===== src/rtl/sync_cnt_pkg.sv =====
// Shared types and helpers for the up/down/load counter and its prescaler.
// No logic state lives here.
package sync_cnt_pkg;

    typedef enum logic {DN = 1'b0, UP  = 1'b1} dir_e;
    typedef enum logic {WRAP = 1'b0, SAT = 1'b1} mode_e;

    // Widest counter the helper supports; callers extend into and truncate out of it.
    localparam int CNT_MAX_W = 64;

    function automatic logic [CNT_MAX_W-1:0] clamp(input logic [CNT_MAX_W-1:0] data,
                                                   input logic [CNT_MAX_W-1:0] max_val);
        return (data > max_val) ? max_val : data;
    endfunction

endpackage


===== src/rtl/sync_cnt_prescaler.sv =====
// Enable prescaler: tick is high on every PRESC_DIV-th enabled cycle (combinational from state).
// One-cycle update latency; clr (load) restarts the spacing, no backpressure.
module sync_cnt_prescaler #(
    parameter int PRESC_DIV = 4
) (
    input  logic clk,
    input  logic rst,
    input  logic ena,
    input  logic clr,
    output logic tick
);

    localparam int PW = (PRESC_DIV > 1) ? $clog2(PRESC_DIV) : 1;
    localparam logic [PW-1:0] LAST = PW'(PRESC_DIV - 1);

    logic [PW-1:0] cnt;

    assign tick = (cnt == LAST);

    always_ff @(posedge clk or posedge rst) begin
        if (rst) begin
            cnt <= '0;
        end else if (clr) begin
            cnt <= '0;
        end else if (ena) begin
            cnt <= tick ? '0 : cnt + PW'(1);
        end
    end

endmodule


===== src/rtl/sync_bin_count_mod.sv =====
// Up/down/load counter with programmable modulus, wrap/saturate, tc pulse and sticky ovf.
// One-cycle update latency; no backpressure. Optional prescaler: SYNC_CNT_PRESCALE_EN.
module sync_bin_count_mod
    import sync_cnt_pkg::*;
#(
    parameter int NBITS     = 4,
    parameter int PRESC_DIV = 4
) (
    input  logic             clk,
    input  logic             rst,
    input  logic             ena,
    input  logic             load,
    input  logic [NBITS-1:0] data,
    input  logic             up_dwn,
    input  logic             mode_sat,
    input  logic [NBITS-1:0] max_val,
    input  logic             clr_flag,
    output logic [NBITS-1:0] counter,
    output logic             tc,
    output logic             ovf,
    output logic             zero
);

    if (NBITS < 2 || NBITS > CNT_MAX_W) begin : g_bad_nbits
        $error("sync_bin_count_mod: NBITS out of range");
    end
    if (PRESC_DIV < 1) begin : g_bad_div
        $error("sync_bin_count_mod: PRESC_DIV must be >= 1");
    end

    logic tick;

`ifdef SYNC_CNT_PRESCALE_EN
    sync_cnt_prescaler #(
        .PRESC_DIV (PRESC_DIV)
    ) u_presc (
        .clk  (clk),
        .rst  (rst),
        .ena  (ena),
        .clr  (load),
        .tick (tick)
    );
`else
    assign tick = 1'b1;
`endif

    dir_e             dir;
    mode_e            mode;
    logic [NBITS-1:0] load_val;
    logic [NBITS-1:0] cnt_nxt;
    logic             tc_nxt;
    logic             ovf_nxt;

    assign dir      = dir_e'(up_dwn);
    assign mode     = mode_e'(mode_sat);
    assign load_val = NBITS'(clamp(CNT_MAX_W'(data), CNT_MAX_W'(max_val)));
    assign zero     = (counter == '0);

    always_comb begin
        cnt_nxt = counter;
        tc_nxt  = 1'b0;
        ovf_nxt = ovf;
        if (clr_flag) begin
            ovf_nxt = 1'b0;
        end
        if (load) begin
            cnt_nxt = load_val;
        end else if (ena && tick) begin
            if (dir == UP) begin
                if (counter >= max_val) begin
                    if (mode == SAT) begin
                        cnt_nxt = max_val;
                        ovf_nxt = 1'b1;
                    end else begin
                        cnt_nxt = '0;
                        tc_nxt  = 1'b1;
                    end
                end else begin
                    cnt_nxt = counter + NBITS'(1);
                end
            end else begin
                // Above the modulus (max_val lowered mid-count): snap down to it.
                if (counter > max_val) begin
                    cnt_nxt = max_val;
                end else if (counter == '0) begin
                    if (mode == SAT) begin
                        ovf_nxt = 1'b1;
                    end else begin
                        cnt_nxt = max_val;
                        tc_nxt  = 1'b1;
                    end
                end else begin
                    cnt_nxt = counter - NBITS'(1);
                end
            end
        end
    end

    always_ff @(posedge clk or posedge rst) begin
        if (rst) begin
            counter <= '0;
            tc      <= 1'b0;
            ovf     <= 1'b0;
        end else begin
            counter <= cnt_nxt;
            tc      <= tc_nxt;
            ovf     <= ovf_nxt;
        end
    end

endmodule

===== config.mk =====
export PLATFORM = sky130hd
export DESIGN_NAME = sync_bin_count_mod
export DESIGN_NICKNAME = d
export VERILOG_FILES = /design/src/rtl/sync_cnt_pkg.sv /design/src/rtl/sync_cnt_prescaler.sv /design/src/rtl/sync_bin_count_mod.sv
export SDC_FILE = /design/constraint.sdc
export NUM_CORES = 1
export LEC_CHECK = 0
export ABC_AREA = 1
export ABC_CLOCK_PERIOD_IN_PS = 2460
export BUFFER_PORTS_ARGS = -buffer_cell sky130_fd_sc_hd__buf_2
export CAP_MARGIN = 10
export CORE_AREA = 2 2 60 45
export DETAILED_ROUTE_END_ITERATION = 12
export DIE_AREA = 0 0 62 47
export PLACE_DENSITY = 0.68
export SYNTH_ARGS = -nofsm -noshare
export SYNTH_HDL_FRONTEND = slang
export SYNTH_HIERARCHICAL = 1
export SYNTH_SLANG_ARGS = --single-unit

===== constraint.sdc =====
create_clock -name clk -period 2.46 [get_ports clk]
set_input_delay 0.123 -clock clk [delete_from_list [all_inputs] [get_ports clk]]
set_output_delay 0.123 -clock clk [all_outputs]
set_load 0.05 [all_outputs]

==> run_results.csv <==
group,metric,value,unit
status,status,"completed",
worst_hold_path,min_path_type,"in -> reg",
floorplanning,num_rows,15,
power,irDropWorstVdd,179,uV
sta,slew_violations,0,
synthesis,synth_fp_nets,164,
synthesis,synthTopCellsByArea,"dfrtp_1, nand2_1, ha_1",
place,routabilityCongestion,0.935,
global_route,globalRouteTotalUtil,18.1,%
global_route,grt_max_degree,9,
clock_tree,cts-root-buf,"clkbuf_4",
routing,drt_pass1_iterations,5,
global_route,grt_pass1_vias,888,
synthesis,netlist_instances,139,
synthesis,ys.warnings.count,6,
synthesis,ys_ff_latch,6,
floorplanning,die_x,62,um
critical_path,end_kind,"flip-flop",
synthesis,synth_most_common_cell,"nand2_1",
floorplanning,die_y,47,um
global_route,grt_pass1_wl,3880,um
sta,fmax,535,MHz
sta,slew_headroom,79.7,%
critical_path,path_class,"reg -> reg",
global_route,antenna_found_initial,0,
sta,worst_pin_slew,0.305,ns
synthesis,synth_top_family_by_area,"simple AND/OR/NAND/NOR gates",
layout,fin_area,1080,um2
critical_path,r2r_start,"counter[3]",
clock_tree,worstSkewPairLatency,0.24,ns
clock_tree,htree_levels,1,
synthesis,synthAdderAreaFrac,13.9,%
critical_path,r2r_end,"counter[3]",
floorplanning,ios,22,
routing,wirelength,2430,um
clock_tree,cts_hold_buf,1,
sta,period_share,75.9,%
clock_tree,postCtsSetupBuffers,0,
place,port_buffers,21,
clock_tree,path_clk_slew,0.04,ns
sta,rsz0062_at_grt,"false",
layout,area_growth_syn_to_layout,20.0,%
critical_path,cp-startpoint,"counter[3]",
layout,insertedDiodeCount,0,
clock_tree,cts.path.max_buffers,2,
floorplanning,fp.dieArea,2910,um2
worst_hold_path,min_to,"ovf",
layout,drive_above_1_share,31.7,%
synthesis,synth-main-ff-cell,"dfrtp_1",
synthesis,synth_top_area_share,16.7,%
synthesis,avgSynthCellArea,6.47,um2
synthesis,synth_common_cells,"nand2_1, nand3_1, inv_1",
floorplanning,start_util,38.3,%
global_route,grt_overflow_total,0,
synthesis,synthSimpleGateAreaFrac,44.5,%
sta,hold_viol,0,
place,hpwl,1970,um
worst_hold_path,worstHoldStart,"clr_flag",
sta,fin_setup_tns,0,ns
synthesis,synth-compound-area-share,14.6,%
synthesis,syn_area,900,um2
critical_path,r2r_cells,12,
synthesis,synth-xor-area-share,1.95,%
synthesis,synth-edff-count,0,
synthesis,synth_cell_types,20,
synthesis,synthArstFlopShare,100,%
routing,drc_errors,0,
routing,viasPerCell,5.01,
routing,ant_nets,0,
routing,vias,992,
worst_hold_path,hold_depth,2,
place,placed_area,1050,um2
floorplanning,coreArea,2350,um2
synthesis,synth_mux_area_share,0,%
critical_path,regToRegSetupSlack,0.59,ns
critical_path,worstPathRequired,2.63,ns
clock_tree,clock_sinks,6,
routing,drt-initial-drc-count,70,
critical_path,path_max_fanout,8,
critical_path,cp-start-kind,"flip-flop",
clock_tree,cts-resized-gates,0,
clock_tree,tritoncts,"built",
critical_path,crit_arrival,2.03,ns
job,cap_violations,0,
sta,finalClockSkew,0.000126,ns
sta,min_period,1.87,ns
sta,setup_violations,0,
layout,num-nets-final,191,
power,p_leak,0.583,nW
routing,wire_per_inst,12.3,um
synthesis,yosysSeqAreaShare,16.7,%
clock_tree,cts_made_buffers,3,
synthesis,synth_largest_area_cell,"dfrtp_1",
power,cellPowerDensity,653,nW/um2
==> worst max path at each step <==
stage	cells after the start	end
final	12	counter[3]
after global routing	12	counter[3]
after CTS	12	counter[3]
after detailed placement	12	counter[0]
after global placement	12	counter[0]
after floorplan	8	ovf
==> registers in the layout (all words and copies together) (netlist names) <==
signal	cells
counter	4
tc	1
ovf	1
==> report_power, final <==
part / internal, W / total, W / switching [W]
registers: 0.000116 / 0.000153 / 0.0000368
clock network: 0.0000551 / 0.0000902 / 0.0000350
logic: 0.000149 / 0.000462 / 0.000313
total: 0.000320 / 0.000705 / 0.000384
==> placed cells by master (no fill, tap or decap), drive strengths merged <==
cell type	instances
dfrtp	6
or2	1
o2111ai	1
nand4	1
nor2	12
nand2	41
buf	21
o21ai	4
xor2	2
a21oi	16
nand3	24
ha	10
clkbuf	3
dlygate4sd3	1
nor4	1
inv	20
==> critical path, cell delays in order (launching register included) <==
cell     delay [ns]
dfrtp_1        0.47
ha_1           0.35
nand2_1        0.09
inv_2          0.04
nand2_1        0.08
nand2_1        0.06
nand2_2        0.16
nand2_1        0.12
nand2_1        0.07
nand3_1        0.06
nand2_1        0.07
nand2_1        0.06
a21oi_2        0.14
==> logic make-up after synthesis <==
group	count (synthesis)
AND/OR/NAND/NOR	80
AO/OA/AOI/OAI	21
adder cells (fa/ha/maj)	10
buffers and inverters	20
XOR/XNOR	2
flip-flops	6
==> routing by layer <==
layer,routed length (um),GRT usage (%)
met4,0,0
met1,1170,27.0
met5,0,0
met2,1090,28.7
met3,166,3.58
==> metrics by stage <==
| step | hold slack (ns) | power [W] | utilization [%] | std cells | setup slack [ns] |
|---|---|---|---|---|---|
| 6_report | 0.0413 | 0.000705 | 46.0 | 198 | 0.592 |
| 3_5_place_dp | 0.0498 | 0.000607 | 44.6 | 194 | 0.658 |
| 4_1_cts | 0.0329 | 0.000705 | 46.0 | 198 | 0.613 |
| 3_3_place_gp | 0.0398 | 0.000602 | 44.6 | 194 | 0.662 |
| 5_1_grt | 0.0350 | 0.000768 | 46.0 | 198 | 0.446 |
| 2_1_floorplan | -0.0860 | 0.000500 | - | 139 | 0.191 |
==> cell type report <==
class / instances / area, um2
Fill cell: 255 / 1270
Timing Repair Buffer: 22 / 115
Clock buffer: 3 / 22.5
Multi-Input combinational cell: 113 / 674
Sequential cell: 6 / 150
Inverter: 20 / 75.1
Tap cell: 34 / 42.5
(Power assumes the default switching activity.)
